[config.mk]
export PLATFORM = sky130hd
export DESIGN_NAME = mem_access
export DESIGN_NICKNAME = d
export VERILOG_FILES = /design/src/rtl/mem_access.sv
export SDC_FILE = /design/constraint.sdc
export NUM_CORES = 1
export LEC_CHECK = 0
export CAP_MARGIN = 20
export CORE_ASPECT_RATIO = 0.9
export CORE_MARGIN = 10
export CORE_UTILIZATION = 24
export DETAILED_ROUTE_END_ITERATION = 6
export MAX_ROUTING_LAYER = met4
export PLACE_DENSITY = 0.6
export SYNTH_ARGS = -nofsm -noshare
export SYNTH_HDL_FRONTEND = slang
export SYNTH_SLANG_ARGS = --single-unit
[constraint.sdc]
create_clock -name clk -period 2.05 [get_ports clk]
set_clock_uncertainty 0.1 [all_clocks]
set_input_delay 0.41 -clock clk [delete_from_list [all_inputs] [get_ports clk]]
set_output_delay 0.41 -clock clk [all_outputs]
set_load 0.005 [all_outputs]
[src/rtl/mem_access.sv]
// mem_access: pipeline memory stage between execute and writeback.
//
// Accepts one instruction per cycle from execute. Loads and stores are issued
// to the data memory over a req/gnt/rvalid handshake; big-endian load data is
// shifted into MSB-justified form and registered into MEM/WB. Upstream is
// stalled while a memory transaction is outstanding.
//
// Handshake: dmem_req is asserted with stable dmem_we/addr/be/wdata until the
// cycle dmem_gnt is seen high (request accepted at that edge). A granted load
// then waits in WAIT with dmem_req low until dmem_rvalid, whose dmem_rdata is
// captured at that edge. dmem_rvalid outside WAIT is ignored. Upstream holds all
// in_* stable in every cycle stall is high.
//
// Ports:
//   clk, rst_n          stage clock, asynchronous active-low reset
//   in_*                instruction from execute (address = in_alu_out)
//   stall               upstream must hold in_* this cycle
//   dmem_*              data memory request/response
//   wb_*, misaligned    registered MEM/WB outputs
//   dbg_state           current FSM state (0 IDLE, 1 REQ, 2 WAIT)
//
// Build option: define MEM_ALIGN_TRAP_EN to trap misaligned half/word accesses
// (no memory request, misaligned=1). Undefined: low address bits are forced to
// alignment and misaligned is tied to 0.
module mem_access (
  input  logic        clk,
  input  logic        rst_n,
  input  logic        in_valid,
  input  logic [1:0]  in_rw_d,
  input  logic [31:0] in_alu_out,
  input  logic [31:0] in_store_data,
  input  logic [31:0] in_pc,
  input  logic [31:0] in_insn,
  input  logic        in_mem_read,
  input  logic        in_mem_write,
  input  logic [1:0]  in_mem_read_size,
  input  logic        in_mem_sign_extend,
  output logic        stall,
  output logic        dmem_req,
  output logic        dmem_we,
  output logic [31:0] dmem_addr,
  output logic [3:0]  dmem_be,
  output logic [31:0] dmem_wdata,
  input  logic        dmem_gnt,
  input  logic        dmem_rvalid,
  input  logic [31:0] dmem_rdata,
  output logic        wb_valid,
  output logic [1:0]  wb_rw_d,
  output logic [31:0] wb_alu_out,
  output logic [31:0] wb_data_out,
  output logic [31:0] wb_pc,
  output logic [31:0] wb_insn,
  output logic [1:0]  wb_mem_read_size,
  output logic        wb_mem_sign_extend,
  output logic        misaligned,
  output logic [1:0]  dbg_state
);

  typedef enum logic [1:0] {
    S_IDLE = 2'd0,
    S_REQ  = 2'd1,
    S_WAIT = 2'd2
  } state_t;

  state_t state_q, state_d;

  logic       mem_op;
  logic       is_half, is_byte, is_word;
  logic [1:0] off;
  logic [1:0] eff_off;
  logic       misalign_c;
  logic       do_mem;
  logic       complete;
  logic       fire;
  logic       is_load;

  assign mem_op  = in_mem_read | in_mem_write;
  assign is_half = (in_mem_read_size == 2'd1);
  assign is_byte = (in_mem_read_size == 2'd2);
  // Size encoding 3 is unused; treat it as a word access.
  assign is_word = ~is_half & ~is_byte;
  assign off     = in_alu_out[1:0];
  // Offset after forcing alignment: halves keep only bit 1, words use 0.
  assign eff_off = is_byte ? off : (is_half ? {off[1], 1'b0} : 2'b00);
  assign is_load = in_mem_read & ~in_mem_write;

`ifdef MEM_ALIGN_TRAP_EN
  assign misalign_c = mem_op & ((is_half & off[0]) | (is_word & (off != 2'b00)));
`else
  assign misalign_c = 1'b0;
`endif

  assign do_mem = in_valid & mem_op & ~misalign_c;

  // Next state, request strobe and completion.
  always_comb begin
    state_d  = state_q;
    dmem_req = 1'b0;
    complete = 1'b0;
    case (state_q)
      S_IDLE, S_REQ: begin
        if (do_mem) begin
          dmem_req = 1'b1;
          if (dmem_gnt) begin
            if (in_mem_write) begin
              complete = 1'b1;
              state_d  = S_IDLE;
            end else begin
              state_d  = S_WAIT;
            end
          end else begin
            state_d = S_REQ;
          end
        end else begin
          state_d = S_IDLE;
        end
      end
      S_WAIT: begin
        if (dmem_rvalid) begin
          complete = 1'b1;
          state_d  = S_IDLE;
        end
      end
      default: state_d = S_IDLE;
    endcase
  end

  assign stall = do_mem & ~complete;
  // Instruction leaves the stage this cycle: non-memory, trapped, or completed.
  assign fire  = in_valid & (~mem_op | misalign_c | complete);

  // Request payload is zero whenever no request is driven.
  always_comb begin
    dmem_we    = 1'b0;
    dmem_addr  = 32'd0;
    dmem_be    = 4'b0000;
    dmem_wdata = 32'd0;
    if (dmem_req) begin
      dmem_we   = in_mem_write;
      dmem_addr = {in_alu_out[31:2], 2'b00};
      if (is_byte) begin
        dmem_be    = 4'b1000 >> eff_off;
        dmem_wdata = {4{in_store_data[7:0]}};
      end else if (is_half) begin
        dmem_be    = eff_off[1] ? 4'b0011 : 4'b1100;
        dmem_wdata = {2{in_store_data[15:0]}};
      end else begin
        dmem_be    = 4'b1111;
        dmem_wdata = in_store_data;
      end
    end
  end

  always_ff @(posedge clk or negedge rst_n) begin
    if (!rst_n) state_q <= S_IDLE;
    else        state_q <= state_d;
  end

  assign dbg_state = state_q;

  // MEM/WB register. A stalled cycle inserts a bubble.
  always_ff @(posedge clk or negedge rst_n) begin
    if (!rst_n) begin
      wb_valid           <= 1'b0;
      wb_rw_d            <= 2'd0;
      wb_alu_out         <= 32'd0;
      wb_data_out        <= 32'd0;
      wb_pc              <= 32'd0;
      wb_insn            <= 32'd0;
      wb_mem_read_size   <= 2'd0;
      wb_mem_sign_extend <= 1'b0;
    end else begin
      wb_valid <= fire;
      if (fire) begin
        wb_rw_d            <= in_rw_d;
        wb_alu_out         <= in_alu_out;
        wb_pc              <= in_pc;
        wb_insn            <= in_insn;
        wb_mem_read_size   <= in_mem_read_size;
        wb_mem_sign_extend <= in_mem_sign_extend;
        // Big-endian: shifting left by the byte offset MSB-justifies the lane.
        wb_data_out        <= (is_load & ~misalign_c) ?
                              (dmem_rdata << {eff_off, 3'b000}) : 32'd0;
      end
    end
  end

`ifdef MEM_ALIGN_TRAP_EN
  always_ff @(posedge clk or negedge rst_n) begin
    if (!rst_n) misaligned <= 1'b0;
    else        misaligned <= fire & misalign_c;
  end
`else
  assign misaligned = 1'b0;
`endif

endmodule

==> impl_metrics.env, run 1 <==
export IMPL_globalRouteTotalUtil_pct=16.65
export IMPL_core_area_mm2=0.02696
export IMPL_count_of_flip_flops_with_a_built_in_enable_after_synthesis=0
export IMPL_globalRouteMet1Util_pct=19.29
export IMPL_drt_pass1_iterations=4
export IMPL_detail_route_vias_per_cell=4.486
export IMPL_netlist_area_mm2=0.006573
export IMPL_rr_worst_depth=8
export IMPL_placedCellCount=1364
export IMPL_cts_path_max_buffers=2
export IMPL_met3_layer_usage_reported_by_global_route_pct=4.129
export IMPL_timing_critical_path_from="dbg_state[1]"
export IMPL_synth_ff_type="dfrtp_1"
export IMPL_yosysUniqueCellTypes=33
export IMPL_synth_sequential_area_ratio_pct=51.78
export IMPL_syn_mean_instance_area_um2=11.31
export IMPL_floorplan_io_pins=380
export IMPL_setup_slack_ns=-0.3557
export IMPL_power_switching_share_pct=26.83
export IMPL_power_internal_uw=6873
export IMPL_cp_endpoint="dmem_wdata[3]"
export IMPL_fin_worst_hold_slack_ns=0.3642
export IMPL_grt_max_degree=42
export IMPL_leakage_uw=0.005698
export IMPL_p_seq_share_pct=35.5
export IMPL_switchingPower_uw=2520
export IMPL_floorplan_die_area_mm2=0.03441
export IMPL_cellPowerDensity_mw_per_mm2=729.0
export IMPL_regToRegSetupSlack_ns=-0.14
export IMPL_postRouteAntennaNets=0
export IMPL_worstSetupPathType="reg2out"
export IMPL_required_ns=1.54
export IMPL_cts_inserted_buffers=17
export IMPL_irDropWorstVdd_v=0.0004085
export IMPL_crit_arrival_ns=1.90
export IMPL_nFillCells=2497
export IMPL_clk_pin_slew_worst_paths_ns=0.07
export IMPL_routabilityCongestion=0.8964
export IMPL_drive_gt1_share_pct=35.46
export IMPL_ctsRootBufferMaster="clkbuf_16"
export IMPL_top_usage_layer="met2"
export IMPL_layout_min_cycle_time_ns=2.406
export IMPL_violations_in_the_final_reports="setup timing"
export IMPL_ff_latch_area_mm2=0.003403
export IMPL_netlist_top_cells_count="dfrtp_1 (136), mux2_2 (81), nand2_1 (67), and2_1 (47), o21ai_0 (28)"
export IMPL_area_growth_synth_to_final_pct=96.06
export IMPL_dpl_hpwl_um=21680
export IMPL_crit_path_max_fanout=8
export IMPL_fmax_mhz=415.7
export IMPL_synth_top_cell_area_share_pct=51.78
export IMPL_pwr_share_clk_pct=32.7
export IMPL_multi_input_comb_area_mm2=0.003129
export IMPL_maxSlewViolCount=0
export IMPL_ys_warn_count=0
export IMPL_setup_violations_final=190
export IMPL_placement_io_buffers=376
export IMPL_global_route_wire_length_before_repair_um=43040
export IMPL_syn_instance_count=581
export IMPL_first_global_vias=6935
export IMPL_finish_cell_count_without_fillers=1435
export IMPL_drcViolationCount=0
export IMPL_globalRouteOverflowTotal=0
export IMPL_clock_latency_ns=0.41
export IMPL_end_kind="output port"
export IMPL_clock_sink_count=136
export IMPL_die_w_um=194.4
export IMPL_drt_iter0_markers=256
export IMPL_antenna_violations_before_repair=1
export IMPL_wirelength_um=29530
export IMPL_power_frac_comb_pct=31.8
export IMPL_finalCritPeriodShare_pct=117.4
export IMPL_wire_per_inst_um=20.58
export IMPL_synth_area_top_cells="dfrtp_1 (52%), mux2_2 (14%), mux2_1 (4.6%)"
export IMPL_post_synthesis_register_bit_count=136
export IMPL_yosysTopAreaCell="dfrtp_1"
export IMPL_r2r_start="dbg_state[1]"
export IMPL_cts_tree="yes"
export IMPL_yosys_cell_count_top_type="dfrtp_1"
export IMPL_hold_violations_final=0
export IMPL_start_util_pct=24.38
export IMPL_drv_max_cap_violation_count=0
export IMPL_cp_start_kind="register"
export IMPL_via_count=6438
export IMPL_met2_usage_pct=28.58
export IMPL_fraction_of_synthesis_flops_using_an_asynchronous_set_or_reset_pin_pct=100.0
export IMPL_nets=1240
export IMPL_worst_hold_path_type="in2async"
export IMPL_rsz_0062_raised_after_global_routing="true"
export IMPL_run_status="finished, violations left"
export IMPL_rr_endpoint="wb_insn[3]"
export IMPL_floorplan_rows=57
export IMPL_die_h_um=177.0
export IMPL_htree_levels=4
==> flip-flops by register name, indices dropped and copies added (netlist names) <==
signal / cells
dbg_state: 2
wb_alu_out: 32
wb_data_out: 32
wb_insn: 32
wb_mem_read_size: 2
wb_mem_sign_extend: 1
wb_pc: 32
wb_rw_d: 2
wb_valid: 1
==> per-layer routing <==
metal	part of all wire (%)	up-vias
met2	51	246
met5	0	-
met4	1.3	0
met3	5.8	18
met1	42	3143
li1	-	3031
==> timing repair <==
| item | 4_1_cts | 5_1_grt |
|---|---|---|
| pin swaps | 21 | 2 |
| hold buffers | 1 | 0 |
| cloned | 10 | 11 |
| gates resized for setup | 389 | 47 |
| setup buffers | 17 | 7 |
| hold endpoints to repair | 29 | 0 |
| endpoints found under the setup margin | 173 | 196 |
==> worst max-delay path, stage by stage (launching register included) <==
cell	delay (ns)
dfrtp_1	0.40
or3b_4	0.42
inv_8	0.10
buf_12	0.12
buf_16	0.12
buf_6	0.11
and2_4	0.13
buf_6	0.08
==> metrics by stage <==
step	TNS [ns]	total power, µW	instance area (µm²)	setup WS, ns	util (%)
CTS	-35.35	9434	12550	-0.3870	46.57
global route	-43.80	9862	12890	-0.4334	47.80
detailed placement	-126.70	6071	11430	-0.9839	42.38
floorplan	0	4132	6588	0.01239	-
finish	-28.58	9393	12890	-0.3557	47.80
global placement	-126.65	6040	11430	-0.9104	42.38
==> power groups by stage <==
stage	Combinational (µW)	Sequential (µW)	Clock, µW
floorplan	726	3410	0
global placement	2680	3360	0
detailed placement	2690	3380	0
CTS	2920	3340	3180
global route	3180	3390	3290
finish	2990	3340	3070
==> worst min-delay path by stage <==
stage                     cells past startpoint            end  slack [ns]
after floorplan                               0   dbg_state[0]        0.01
after global placement                        1       wb_pc[9]        0.24
after detailed placement                      1       wb_pc[9]        0.24
after CTS                                     2       wb_pc[9]        0.35
after global routing                          2  wb_alu_out[6]        0.37
final                                         2       wb_pc[9]        0.36
==> logic make-up (layout without fill, tap and decap cells) <==
logic type / after synthesis / after routing / share of synthesized area, %
buf+inv: 56 / 553 / 4.169
flops: 136 / 136 / 51.78
compound gates: 106 / 106 / 10.68
other cells: 1 / 4 / 0.05706
simple gates: 158 / 158 / 12.37
mux: 124 / 124 / 20.94
==> cell type report <==
class                   count  share of cell area, %
repair buffers            511                  40.99
flip-flops and latches    136                  26.41
multi-input cells         391                  24.28
well taps                 354                  3.437
clock buffers              19                  3.360
clock inverters            12                  1.117
inverters                  11                 0.3787
diodes                      1                0.01942
==> placed cells by master (no fill, tap or decap), types with 3 or more instances in the layout <==
cell             count
nand2b_1             9
conb_1               3
mux2_2              81
mux2_1              20
o21ai_1              3
nand2_1             66
buf_2               37
buf_16               6
o31ai_1              8
o22ai_1              9
buf_8                8
dlygate4sd2_1        5
dfrtp_1            136
o221ai_1            16
a21oi_1             10
inv_1               10
a211oi_2            10
inv_6                3
nor2b_1             10
nor2_1              13
a211oi_1             6
buf_6               41
o21ai_0             25
mux2i_1             16
clkdlybuf4s50_1    301
mux2_4               7
clkinv_4             3
a22oi_1              8
and2_4              32
a21oi_2              8
buf_4               79
buf_12              23
clkbuf_16           26
and2_1              15
Power figures use the tool's default switching activity.
==> run 2, diff against run 1 <==
--- a/config.mk
+++ b/config.mk
@@ -10,6 +10,7 @@
 export CORE_MARGIN = 10
 export CORE_UTILIZATION = 24
 export DETAILED_ROUTE_END_ITERATION = 6
+export GPL_TIMING_DRIVEN = 1
 export MAX_ROUTING_LAYER = met4
 export PLACE_DENSITY = 0.6
 export SYNTH_ARGS = -nofsm -noshare
==> results of run 2 <==
No change in the layout: final DEF, timing and power equal those of run 1.
==> run 3, diff against run 2 <==
==> constraint.sdc (replaced) <==
create_clock -name clk -period 2.95 [get_ports clk]
set_clock_uncertainty 0.1 [all_clocks]
set_input_delay 0.59 -clock clk [delete_from_list [all_inputs] [get_ports clk]]
set_output_delay 0.59 -clock clk [all_outputs]
set_load 0.005 [all_outputs]
==> run 3 against run 2 <==
The flow finishes with violations (hold timing). Flip-flop and latch count stayed put. Combinational power is 39% lower. Register-to-register slack better by 0.96 ns. Worst hold slack worse by 0.37 ns. Via count is 4.8% lower. Setup slack better by 0.41 ns. Die area stayed put. Sequential share of layout area is 2.4 points higher. Non-clock buffer count is 76 lower. First-iteration DRC count is 26% higher. Wire length is 3.5% lower. Global-route usage is 0.067 points lower. Largest power group unchanged.
==> impl_metrics.env, run 3 (same netlist as run 1, synthesis figures left out) <==
export IMPL_run_status="finished, violations left"
export IMPL_violations_in_the_final_reports="hold timing"
export IMPL_globalRouteTotalUtil_pct=16.58
export IMPL_drt_pass1_iterations=5
export IMPL_wire_per_inst_um=20.93
export IMPL_nets=1164
export IMPL_postPlaceCellArea_mm2=0.01101
export IMPL_wirelength_um=28480
export IMPL_drcViolationCount=0
export IMPL_fmax_mhz=345.6
export IMPL_cts_path_max_buffers=2
export IMPL_clock_sink_count=136
export IMPL_cp_start_kind="input port"
export IMPL_cellPowerDensity_mw_per_mm2=533.6
export IMPL_layout_common_cells="clkdlybuf4s50_1 (311), dfrtp_1 (136), mux2_2 (81)"
export IMPL_postRouteAntennaNets=0
export IMPL_globalRouteOverflowTotal=0
export IMPL_floorplan_rows=57
export IMPL_slew_headroom_pct=56.42
export IMPL_dpl_hpwl_um=22130
export IMPL_antenna_violations_before_repair=2
export IMPL_htree_levels=4
export IMPL_rsz_0062_raised_after_global_routing="false"
export IMPL_finish_cell_count_without_fillers=1361
export IMPL_slew_of_the_pin_with_the_lowest_slew_margin_ns=0.6494
export IMPL_timing_critical_path_from="in_mem_read"
export IMPL_fin_worst_hold_slack_ns=-0.01058
export IMPL_drv_max_cap_violation_count=0
export IMPL_floorplan_io_pins=380
export IMPL_global_route_wire_length_before_repair_um=42610
export IMPL_end_kind="output port"
export IMPL_drive_gt1_share_pct=18.41
export IMPL_core_area_mm2=0.02696
export IMPL_detail_route_vias_per_cell=4.502
export IMPL_routabilityCongestion=0.8355
export IMPL_area_growth_synth_to_final_pct=79.84
export IMPL_die_w_um=194.4
export IMPL_r2r_start="dbg_state[1]"
export IMPL_maxSlewViolCount=0
export IMPL_worstSetupPathType="in2out"
export IMPL_crit_path_max_fanout=10
export IMPL_start_util_pct=24.38
export IMPL_clock_latency_ns=0.41
export IMPL_placement_io_buffers=376
export IMPL_placedCellCount=1315
export IMPL_drt_iter0_markers=322
export IMPL_cts_inserted_buffers=17
export IMPL_tns_ns=0
export IMPL_grt_max_degree=64
export IMPL_crit_arrival_ns=2.20
export IMPL_floorplan_die_area_mm2=0.03441
export IMPL_hold_violations_final=5
export IMPL_worst_hold_path_type="in2async"
export IMPL_ctsRootBufferMaster="clkbuf_16"
export IMPL_layout_min_cycle_time_ns=2.893
export IMPL_leakage_uw=0.005228
export IMPL_layout_cell_area_non_filler_mm2=0.01182
export IMPL_cts_tree="yes"
export IMPL_required_ns=2.26
export IMPL_finalCritPeriodShare_pct=98.07
export IMPL_leading_cell_type_in_the_layout_fill_and_taps_excluded="clkdlybuf4s50_1"
export IMPL_die_h_um=177.0
export IMPL_irDropWorstVdd_v=0.0003108
export IMPL_via_count=6127
export IMPL_cts_hold_buffers_added=0
export IMPL_fin_total_pwr_uw=6307
export IMPL_first_global_vias=6526
export IMPL_setup_violations_final=0
export IMPL_clk_pin_slew_worst_paths_ns=0.08
==> run 3: cell types whose count changed in the layout (fill, tap and decap cells not counted), moves of 10 or more <==
cell / delta
a211oi_2: -10
buf_4: -37
clkdlybuf4s50_1: +10
and2_1: +31
a211oi_1: +10
buf_6: -38
dlygate4sd2_1: +50
buf_12: -13
and2_4: -31
buf_2: -37
==> run 3: what timing repair did <==
| action | CTS | global route |
|---|---|---|
| setup buffers | 4 | 4 |
| endpoints found under the setup margin | 68 | 17 |
| cloned | 4 | 0 |
| pin swaps | 1 | 1 |
| gates resized for setup | 78 | 9 |
==> run 3: path summary, 6_finish.rpt <==
kind / endpoint / slack, ns / depth (start not counted)
min in group clk: wb_data_out[6] / 0.38 / 2
min reg2reg: wb_data_out[6] / 0.38 / 2
min: wb_pc[5] / -0.01 / 1
max reg2reg: wb_data_out[25] / 0.82 / 8
max in group asynchronous: dbg_state[0] / 2.02 / 2
max: dmem_wdata[1] / 0.06 / 7
==> run 3: final cells by class <==
| type | instances | area (µm²) |
|---|---|---|
| repair buffers | 435 | 4394 |
| clock inverters | 15 | 180.2 |
| fillers | 2571 | 15140 |
| diodes | 2 | 5.005 |
| inverters | 11 | 48.80 |
| clock buffers | 17 | 425.4 |
| well taps | 354 | 442.9 |
| multi-input cells | 391 | 2920 |
| flip-flops and latches | 136 | 3403 |
==> run 3: critical path, stage by stage <==
cell and delay [ns]:
dlygate4sd2_1 0.23, nor2_2 0.06, or3b_4 0.43, inv_8 0.11
buf_16 0.14, and2_1 0.13, clkdlybuf4s50_1 0.50
==> run 3: power by group <==
| group | internal, µW | total (µW) | switching [µW] |
|---|---|---|---|
| Clock | 1150 | 2170 | 1020 |
| Combinational | 1170 | 1820 | 657 |
| Sequential | 2160 | 2310 | 150 |
| Total | 4480 | 6310 | 1830 |
==> run 3: layer usage <==
| metal | up-vias | routed length (µm) | GRT usage [%] |
|---|---|---|---|
| met1 | 3005 | 11980 | 19.63 |
| met5 | - | 0 | - |
| met2 | 226 | 14430 | 27.47 |
| met3 | 16 | 1758 | 4.678 |
| li1 | 2880 | - | - |
| met4 | 0 | 306 | 3.812 |
==> run 3: through the flow <==
stage / utilization (%) / setup WS [ns]
floorplan: - / 0.5339
global placement: 40.83 / -0.4122
detailed placement: 40.83 / -0.4237
CTS: 43.62 / 0.003840
global route: 43.85 / 0.004316
finish: 43.85 / 0.05679
